## src/rtl/pc_sequencer_if.sv

```systemverilog
// Fetch-control bundle between the hazard/branch sources and the pc sequencer.
// master drives requests and redirects; slave (the sequencer) returns pc and hold vector.
interface pc_sequencer_if;
  logic        stall_req_id;
  logic        stall_req_ex;
  logic        stall_req_mem;
  logic        inst_ready;
  logic        branch_flag;
  logic [31:0] branch_addr;
  logic        flush;
  logic [31:0] flush_pc;
  logic [31:0] pc;
  logic        rom_en;
  logic [4:0]  stall;
  logic        branch_pending;

  modport master (
    output stall_req_id, stall_req_ex, stall_req_mem, inst_ready,
           branch_flag, branch_addr, flush, flush_pc,
    input  pc, rom_en, stall, branch_pending
  );

  modport slave (
    input  stall_req_id, stall_req_ex, stall_req_mem, inst_ready,
           branch_flag, branch_addr, flush, flush_pc,
    output pc, rom_en, stall, branch_pending
  );
endinterface

```

## src/rtl/pc_sequencer.sv

```systemverilog
// Program counter and pipeline hold-vector controller for the five-stage core.
// Honours the branch delay slot by parking a taken target while the delay-slot fetch waits.
module pc_sequencer #(
  parameter logic [31:0] RESET_PC = 32'hBFC0_0000
) (
  input logic          clk,
  input logic          rst,
  pc_sequencer_if.slave bus
);
  typedef enum logic [1:0] {S_RESET, S_RUN, S_PEND} state_t;

  state_t      state;
  logic [31:0] pc;
  logic [31:0] pend_tgt;
  logic        rom_en;
  logic        branch_pending;
  logic [4:0]  stall;
  logic        take;

  // Only the highest-priority hold source applies.
  always_comb begin
    stall = 5'b00000;
    if (state == S_RESET)                      stall = 5'b00001;
    else if (bus.flush)                        stall = 5'b00000;
    else if (bus.stall_req_mem)                stall = 5'b01111;
    else if (bus.stall_req_ex)                 stall = 5'b00111;
    else if (bus.stall_req_id)                 stall = 5'b00011;
    else if (rom_en && !bus.inst_ready)        stall = 5'b00001;
  end

  // The branch leaves ID only when if_id is not held; a second branch while parked is dropped.
  assign take = bus.branch_flag && !stall[1] && (state == S_RUN);

  always_ff @(posedge clk) begin
    if (rst) begin
      state          <= S_RESET;
      pc             <= RESET_PC;
      pend_tgt       <= 32'h0;
      rom_en         <= 1'b0;
      branch_pending <= 1'b0;
    end else begin
      case (state)
        S_RESET: begin
          state  <= S_RUN;
          rom_en <= 1'b1;
        end
        default: begin
          if (bus.flush) begin
            pc             <= bus.flush_pc;
            pend_tgt       <= 32'h0;
            state          <= S_RUN;
            branch_pending <= 1'b0;
          end else if (stall[0]) begin
            if (take) begin
              pend_tgt       <= bus.branch_addr;
              state          <= S_PEND;
              branch_pending <= 1'b1;
            end
          end else if (state == S_PEND) begin
            pc             <= pend_tgt;
            pend_tgt       <= 32'h0;
            state          <= S_RUN;
            branch_pending <= 1'b0;
          end else if (take) begin
            pc <= bus.branch_addr;
          end else begin
            pc <= pc + 32'd4;
          end
        end
      endcase
    end
  end

  assign bus.pc             = pc;
  assign bus.rom_en         = rom_en;
  assign bus.stall          = stall;
  assign bus.branch_pending = branch_pending;
endmodule

```

## src/flat_wrapper.sv

```systemverilog
// flat-port wrapper written by rule: the top's interface ports become plain ports
module pc_sequencer_flat 
#(
  parameter logic [31:0] RESET_PC = 32'hBFC0_0000
)
  (clk, rst, bus_stall_req_id, bus_stall_req_ex, bus_stall_req_mem, bus_inst_ready, bus_branch_flag, bus_branch_addr, bus_flush, bus_flush_pc, bus_pc, bus_rom_en, bus_stall, bus_branch_pending);
  pc_sequencer_if bus_i ();
  input logic clk;
  input logic rst;
  input wire logic [$bits(bus_i.stall_req_id)-1:0] bus_stall_req_id;
  input wire logic [$bits(bus_i.stall_req_ex)-1:0] bus_stall_req_ex;
  input wire logic [$bits(bus_i.stall_req_mem)-1:0] bus_stall_req_mem;
  input wire logic [$bits(bus_i.inst_ready)-1:0] bus_inst_ready;
  input wire logic [$bits(bus_i.branch_flag)-1:0] bus_branch_flag;
  input wire logic [$bits(bus_i.branch_addr)-1:0] bus_branch_addr;
  input wire logic [$bits(bus_i.flush)-1:0] bus_flush;
  input wire logic [$bits(bus_i.flush_pc)-1:0] bus_flush_pc;
  output wire logic [$bits(bus_i.pc)-1:0] bus_pc;
  output wire logic [$bits(bus_i.rom_en)-1:0] bus_rom_en;
  output wire logic [$bits(bus_i.stall)-1:0] bus_stall;
  output wire logic [$bits(bus_i.branch_pending)-1:0] bus_branch_pending;
  assign bus_i.stall_req_id = bus_stall_req_id;
  assign bus_i.stall_req_ex = bus_stall_req_ex;
  assign bus_i.stall_req_mem = bus_stall_req_mem;
  assign bus_i.inst_ready = bus_inst_ready;
  assign bus_i.branch_flag = bus_branch_flag;
  assign bus_i.branch_addr = bus_branch_addr;
  assign bus_i.flush = bus_flush;
  assign bus_i.flush_pc = bus_flush_pc;
  assign bus_pc = bus_i.pc;
  assign bus_rom_en = bus_i.rom_en;
  assign bus_stall = bus_i.stall;
  assign bus_branch_pending = bus_i.branch_pending;
  pc_sequencer #(.RESET_PC(RESET_PC)) u_core (.clk(clk), .rst(rst), .bus(bus_i));
endmodule
```

## config.mk

```make
export PLATFORM = sky130hd
export DESIGN_NAME = pc_sequencer_flat
export DESIGN_NICKNAME = d
export VERILOG_FILES = /design/src/rtl/pc_sequencer_if.sv /design/src/rtl/pc_sequencer.sv /design/src/flat_wrapper.sv
export SDC_FILE = /design/constraint.sdc
export NUM_CORES = 1
export LEC_CHECK = 0
export CORE_MARGIN = 3
export CORE_UTILIZATION = 32
export CTS_CLUSTER_DIAMETER = 30
export DETAILED_ROUTE_END_ITERATION = 6
export DONT_BUFFER_PORTS = 1
export GPL_TIMING_DRIVEN = 0
export HOLD_SLACK_MARGIN = 0.06
export MAX_ROUTING_LAYER = met4
export PLACE_DENSITY = 0.51
export SLEW_MARGIN = 15
export SYNTH_ARGS = -nofsm -noshare
export SYNTH_HDL_FRONTEND = slang
export SYNTH_SLANG_ARGS = --single-unit
```

## constraint.sdc

```tcl
create_clock -name clk -period 2.9 [get_ports clk]
set_clock_uncertainty 0.15 [all_clocks]
set_input_delay 0.29 -clock clk [delete_from_list [all_inputs] [get_ports clk]]
set_output_delay 0.29 -clock clk [all_outputs]
set_load 0.02 [all_outputs]
```

-- Word level (Yosys, flattened, before mapping)
Cells that the tools add are included.
- reduce and logical (&&, ||, !) cells: 14
- add/subtract/negate cells: 1
- equal/unequal tests: 6
- mux-type cells: 23
- bitwise logic cells: 1
- operator list (kind ; number):
    2-to-1 mux 32 bit ; 8
    adder 32 x 3 -> 32 bit (second input constant) ; 1
    2-to-1 mux 5 bit ; 5
    2-to-1 mux 1 bit ; 7
    2-to-1 mux 2 bit ; 3
    AND reduction 2 bit ; 3
    != test 4 x 2 -> 1 bit (second input constant) ; 1
    nonzero test 4 bit ; 1
    logical AND 1 bit ; 3
    != test 3 x 2 -> 1 bit (second input constant) ; 1
    AND reduction 3 bit ; 1
    nonzero test 3 bit ; 1
    OR reduction 3 bit ; 1
    equality test 2 x 1 -> 1 bit (second input constant) ; 1
    equality test 2 bit (second input constant) ; 1
    zero test 1 bit ; 2
    zero test 2 bit ; 1
    != test 2 x 1 -> 1 bit (second input constant) ; 1
    != test 2 bit (second input constant) ; 1
    nonzero test 2 bit ; 1
    inverter 1 bit ; 1
- output and inout port bits: 39
- flip-flop bits (word level): 68
- input bits: 72

-- Longest topological paths before layout
- depth after elaboration: 15
- mapped depth: 9
- mapped depth without buffers: 6

-- Worst setup path before layout
OpenSTA, ideal clock, no wires.
- path type: reg2reg
- start: reg u_core.pc[2], in the netlist u_core.bus.pc[2]
- end: reg u_core.pc[30], in the netlist u_core.bus.pc[30]
- path slack: 0.584 ns
- stages on the path, launching flop included: 7
- path buffers: 0
- arrival time: 2.027 ns
- setup time: 0.140 ns
- data required time: 2.610 ns
- cells stage by stage: dfxtp_1 > ha_1 > nand2_1 > or4_1 > or4_1 > nand3_1 > a221oi_1
- cells in the longest elaborated chain, start to end: 5
- ends and longest elaborated chain (item ; RTL line ; source):
    from (decl) ; pc_sequencer.sv:13 ; logic [31:0] pc;
    from (signal assigned) ; pc_sequencer.sv:49 ; pc <= bus.flush_pc;
    from (signal assigned) ; pc_sequencer.sv:60 ; pc <= pend_tgt;
    from (signal assigned) ; pc_sequencer.sv:65 ; pc <= bus.branch_addr;
    adder 32 x 3 -> 32 bit ; pc_sequencer.sv:67 ; pc <= pc + 32'd4;
    2-to-1 mux 32 bit ; pc_sequencer.sv:64 ; end else if (take) begin
    2-to-1 mux 32 bit ; pc_sequencer.sv:59 ; end else if (state == S_PEND) begin
    2-to-1 mux 32 bit ; pc_sequencer.sv:53 ; end else if (stall[0]) begin
    2-to-1 mux 32 bit ; pc_sequencer.sv:48 ; if (bus.flush) begin
No other way between the ends. The select of a mux whose other input is x is not followed.
A chain may end at the register's enable or synchronous reset.

-- Final worst setup path
- start: reg u_core.state[0]
- end: out bus_stall[0]
- cells in the longest elaborated chain, start to end: 2
- ends and longest elaborated chain (item ; RTL line ; source):
    from (decl) ; pc_sequencer.sv:12 ; state_t state;
    from (signal assigned) ; pc_sequencer.sv:36 ; state <= S_RESET;
    from (signal assigned) ; pc_sequencer.sv:44 ; state <= S_RUN;
    from (signal assigned) ; pc_sequencer.sv:51 ; state <= S_RUN;
    zero test 2 bit ; pc_sequencer.sv:23 ; if (state == S_RESET) stall = 5'b00001;
    2-to-1 mux 5 bit ; pc_sequencer.sv:23 ;
    to (decl) ; flat_wrapper.sv:20 ; output wire logic [$bits(bus_i.stall)-1:0] bus_stall;
No other way between the ends.

==> out/metrics.yaml <==
synthesis:
  synth.distinct_cells: 61
  synth_area_leaders: "dfxtp_1, a22oi_1, nor2_1"
  yosys_register_bits: 68
  yosysWarningCount: 0
  syn_area_per_cell_um2: 7.74
  ys_seq_area_share_pct: 33.7
  synth_top_area_share_pct: 33.7
  syn_nets: 594
  synthMuxAreaShare_pct: 0.775
  synthCells: 521
  synth-simple-area-share_pct: 23.4
  synth_compound_area_share_pct: 33.3
  synthArstFlopShare_pct: 0
  syn_area_um2: 4030
  synth-adder-area-share_pct: 0.310
  synth_xor_area_share_pct: 2.82
  synth_top_family_by_area: "compound AO/OA/AOI/OAI gates"
  dominantRegCellSynth: "dfxtp_1"
  synth_area_leader_cell: "dfxtp_1"
  synth_edf_count: 0
floorplanning:
  start_util_pct: 33.2
  rows: 40
  die_width_um: 118
  core_area_um2: 12200
  die-area_um2: 14000
  ios: 111
  fp.dieH_um: 118
worst_setup_path:
  path_common_cell: "buf_2"
  required_ns: 2.46
  start_kind: "flop"
  cp-end-kind: "output port"
  critPathKind: "reg -> out"
  slowest_stage: "nor2_1"
  cp.arrival_ns: 2.35
  crit_path_max_incr_delay_ns: 0.50
  crit_chain: "clkbuf_2, nor2_1, o31ai_4, inv_2, buf_2, buf_2"
  crit_path_max_fanout: 10
power_and_ir_drop:
  pwr-share-seq_pct: 41.7
  p_sw_mw: 0.835
  swShare_pct: 31.6
  power.internal_mw: 1.81
  power_leakage_nw: 1.73
  power_mw: 2.64
  p_per_area_nw_per_um2: 531
  p_comb_share_pct: 17.4
  ir_worst_vdd_uv: 402
  power_frac_clock_pct: 40.9
sta:
  fmax_mhz: 359
  tns_ns: 0
  hold_violations: 0
  timing.slew.headroom_pct: 21.3
  slew_viol_final: 0
  worst_pin_slew_ns: 1.17
  rsz0062_at_grt: "false"
  setup_viol: 0
  period_needed_ns: 2.79
  period_share_pct: 96.1
global_route:
  grt_pass1_wl_mm: 27.3
  grt_max_degree: 12
  track_usage_pct: 26.1
  grt_overflow: 0
  grt_pass1_vias: 4507
  antenna_found_initial: 2
detailed_routing:
  final_antenna_net_count: 0
  wl_mm: 18.0
  via_per_inst: 6.17
  detail_route.wl_per_cell_um: 24.0
  drtIter0Drc: 417
  drc: 0
  vias: 4622
  dr.pass1.iters: 6
final_layout:
  utilization_pct: 40.9
  final_cell_mix: "dfxtp_1, nor2_1, nand2_1"
  nets: 647
  layout_commonest_cell: "dfxtp_1"
  fillCellCount: 1280
  layoutNonFillerInstCount: 749
  drive_gt1_share_pct: 7.43
  area_delta_synth_final_pct: 23.4
clocking:
  clkSlewWorstSetupHoldPaths_ns: 0.06
  cts_buffers: 9
  cts_setup_buffers: 0
  clockBufferDepth: 2
  ctsHtreeMaxLevel: 3
  clock_latency_ns: 0.34
  numClockSinks: 68
  clockRootBuffer: "clkbuf_16"
  cts_tree: "yes"
place:
  place_inst: 689
  dp_hpwl_mm: 12.7
  io_buffers: 0
  gp_congestion: 0.925
min_path:
  min_path_type: "in -> reg"
run_status:
  status: "finished clean"
flow_run:
  max_cap_violations: 0
## worst max-delay path: cells and delay by family, from the launching register on
family | cells | cell delay (ns)
AO/OA/AOI/OAI | 1 | 0.27
AND/OR/NAND/NOR | 1 | 0.50
flip-flops | 1 | 0.30
buffers and inverters | 4 | 0.93
## state kept, by name, indices dropped and copies added (netlist names)
register	flops
u_core.state	2
u_core.bus.pc	32
u_core.pend_tgt	32
u_core.bus.rom_en	1
u_core.bus.branch_pending	1
## kinds of logic after synthesis
group / count (synthesis)
fa+ha+maj: 1
compound gates: 184
simple gates: 197
other cells: 1
buf+inv: 54
mux: 3
xor+xnor: 13
flops: 68
## layer usage
| layer | global-route usage [%] | share of wire [%] | up-vias |
|---|---|---|---|
| li1 | - | - | 2089 |
| met1 | 34.4 | 41 | 2231 |
| met2 | 38.3 | 45 | 267 |
| met3 | 8.56 | 12 | 35 |
| met4 | 7.18 | 2.6 | 0 |
| met5 | - | 0 | - |
## Yosys cell counts, drive strengths merged, types with 4 or more instances
master  instances
o21ai          25
nor2           61
clkbuf         27
nor3           12
nand2b          7
nand2          54
o32ai           4
a311oi          4
xnor2           9
a22oi          33
nor4            5
a211o           6
nand3          15
dfxtp          68
xor2            4
o21a            5
a31oi          11
and2            6
and4            7
buf            16
o221ai         10
o31ai           9
a221oi         10
and3            7
nand4          14
a21oi          24
inv            11
o31a            4
o211ai         15
## stage by stage
step	instance area (µm²)	hold slack (ns)	setup WS, ns
2_1_floorplan	4030	0.293	0.584
3_3_place_gp	4240	0.300	-0.127
3_5_place_dp	4240	0.297	-0.0974
4_1_cts	4950	0.0608	0.0567
5_1_grt	4980	0.0679	0.00989
6_report	4980	0.0676	0.114
## what timing repair did
item                                   in CTS  in global routing
endpoints found under the hold margin      45                  0
setup endpoints to repair                   0                 26
gates resized for setup                     0                  5
hold buffers                               42                  0
## layout make-up
class	count	area (µm²)	area share, %
Antenna cell	2	5.00	0.101
Buffer	43	184	3.70
Clock buffer	13	270	5.43
Clock inverter	3	20.0	0.402
Inverter	11	41.3	0.830
Multi-Input combinational cell	399	2460	49.5
Sequential cell	68	1360	27.4
Tap cell	168	210	4.22
Timing Repair Buffer	42	420	8.45
## path summary, 6_finish.rpt
kind	from	end	slack, ns	cells after the start
max	u_core.state[0]$_SDFFE_PP0P_	bus_stall[0]	0.11	6
min	bus_flush_pc[4]	u_core.bus.pc[4]$_SDFFE_PP0P_	0.07	2
max reg2reg	u_core.bus.pc[2]$_SDFFE_PP0P_	u_core.bus.pc[20]$_SDFFE_PP0P_	0.15	6
min reg2reg	u_core.pend_tgt[4]$_SDFFE_PP0P_	u_core.pend_tgt[4]$_SDFFE_PP0P_	0.35	2
## power groups by stage
stage,sequential (mW),combinational [mW],clock [mW]
final,1.10,0.461,1.08
after CTS,1.10,0.449,1.09
after detailed placement,1.12,0.398,0
after global placement,1.12,0.393,0
after floorplan,1.09,0.283,0
after global routing,1.11,0.500,1.13
(Power assumes the default switching activity.)
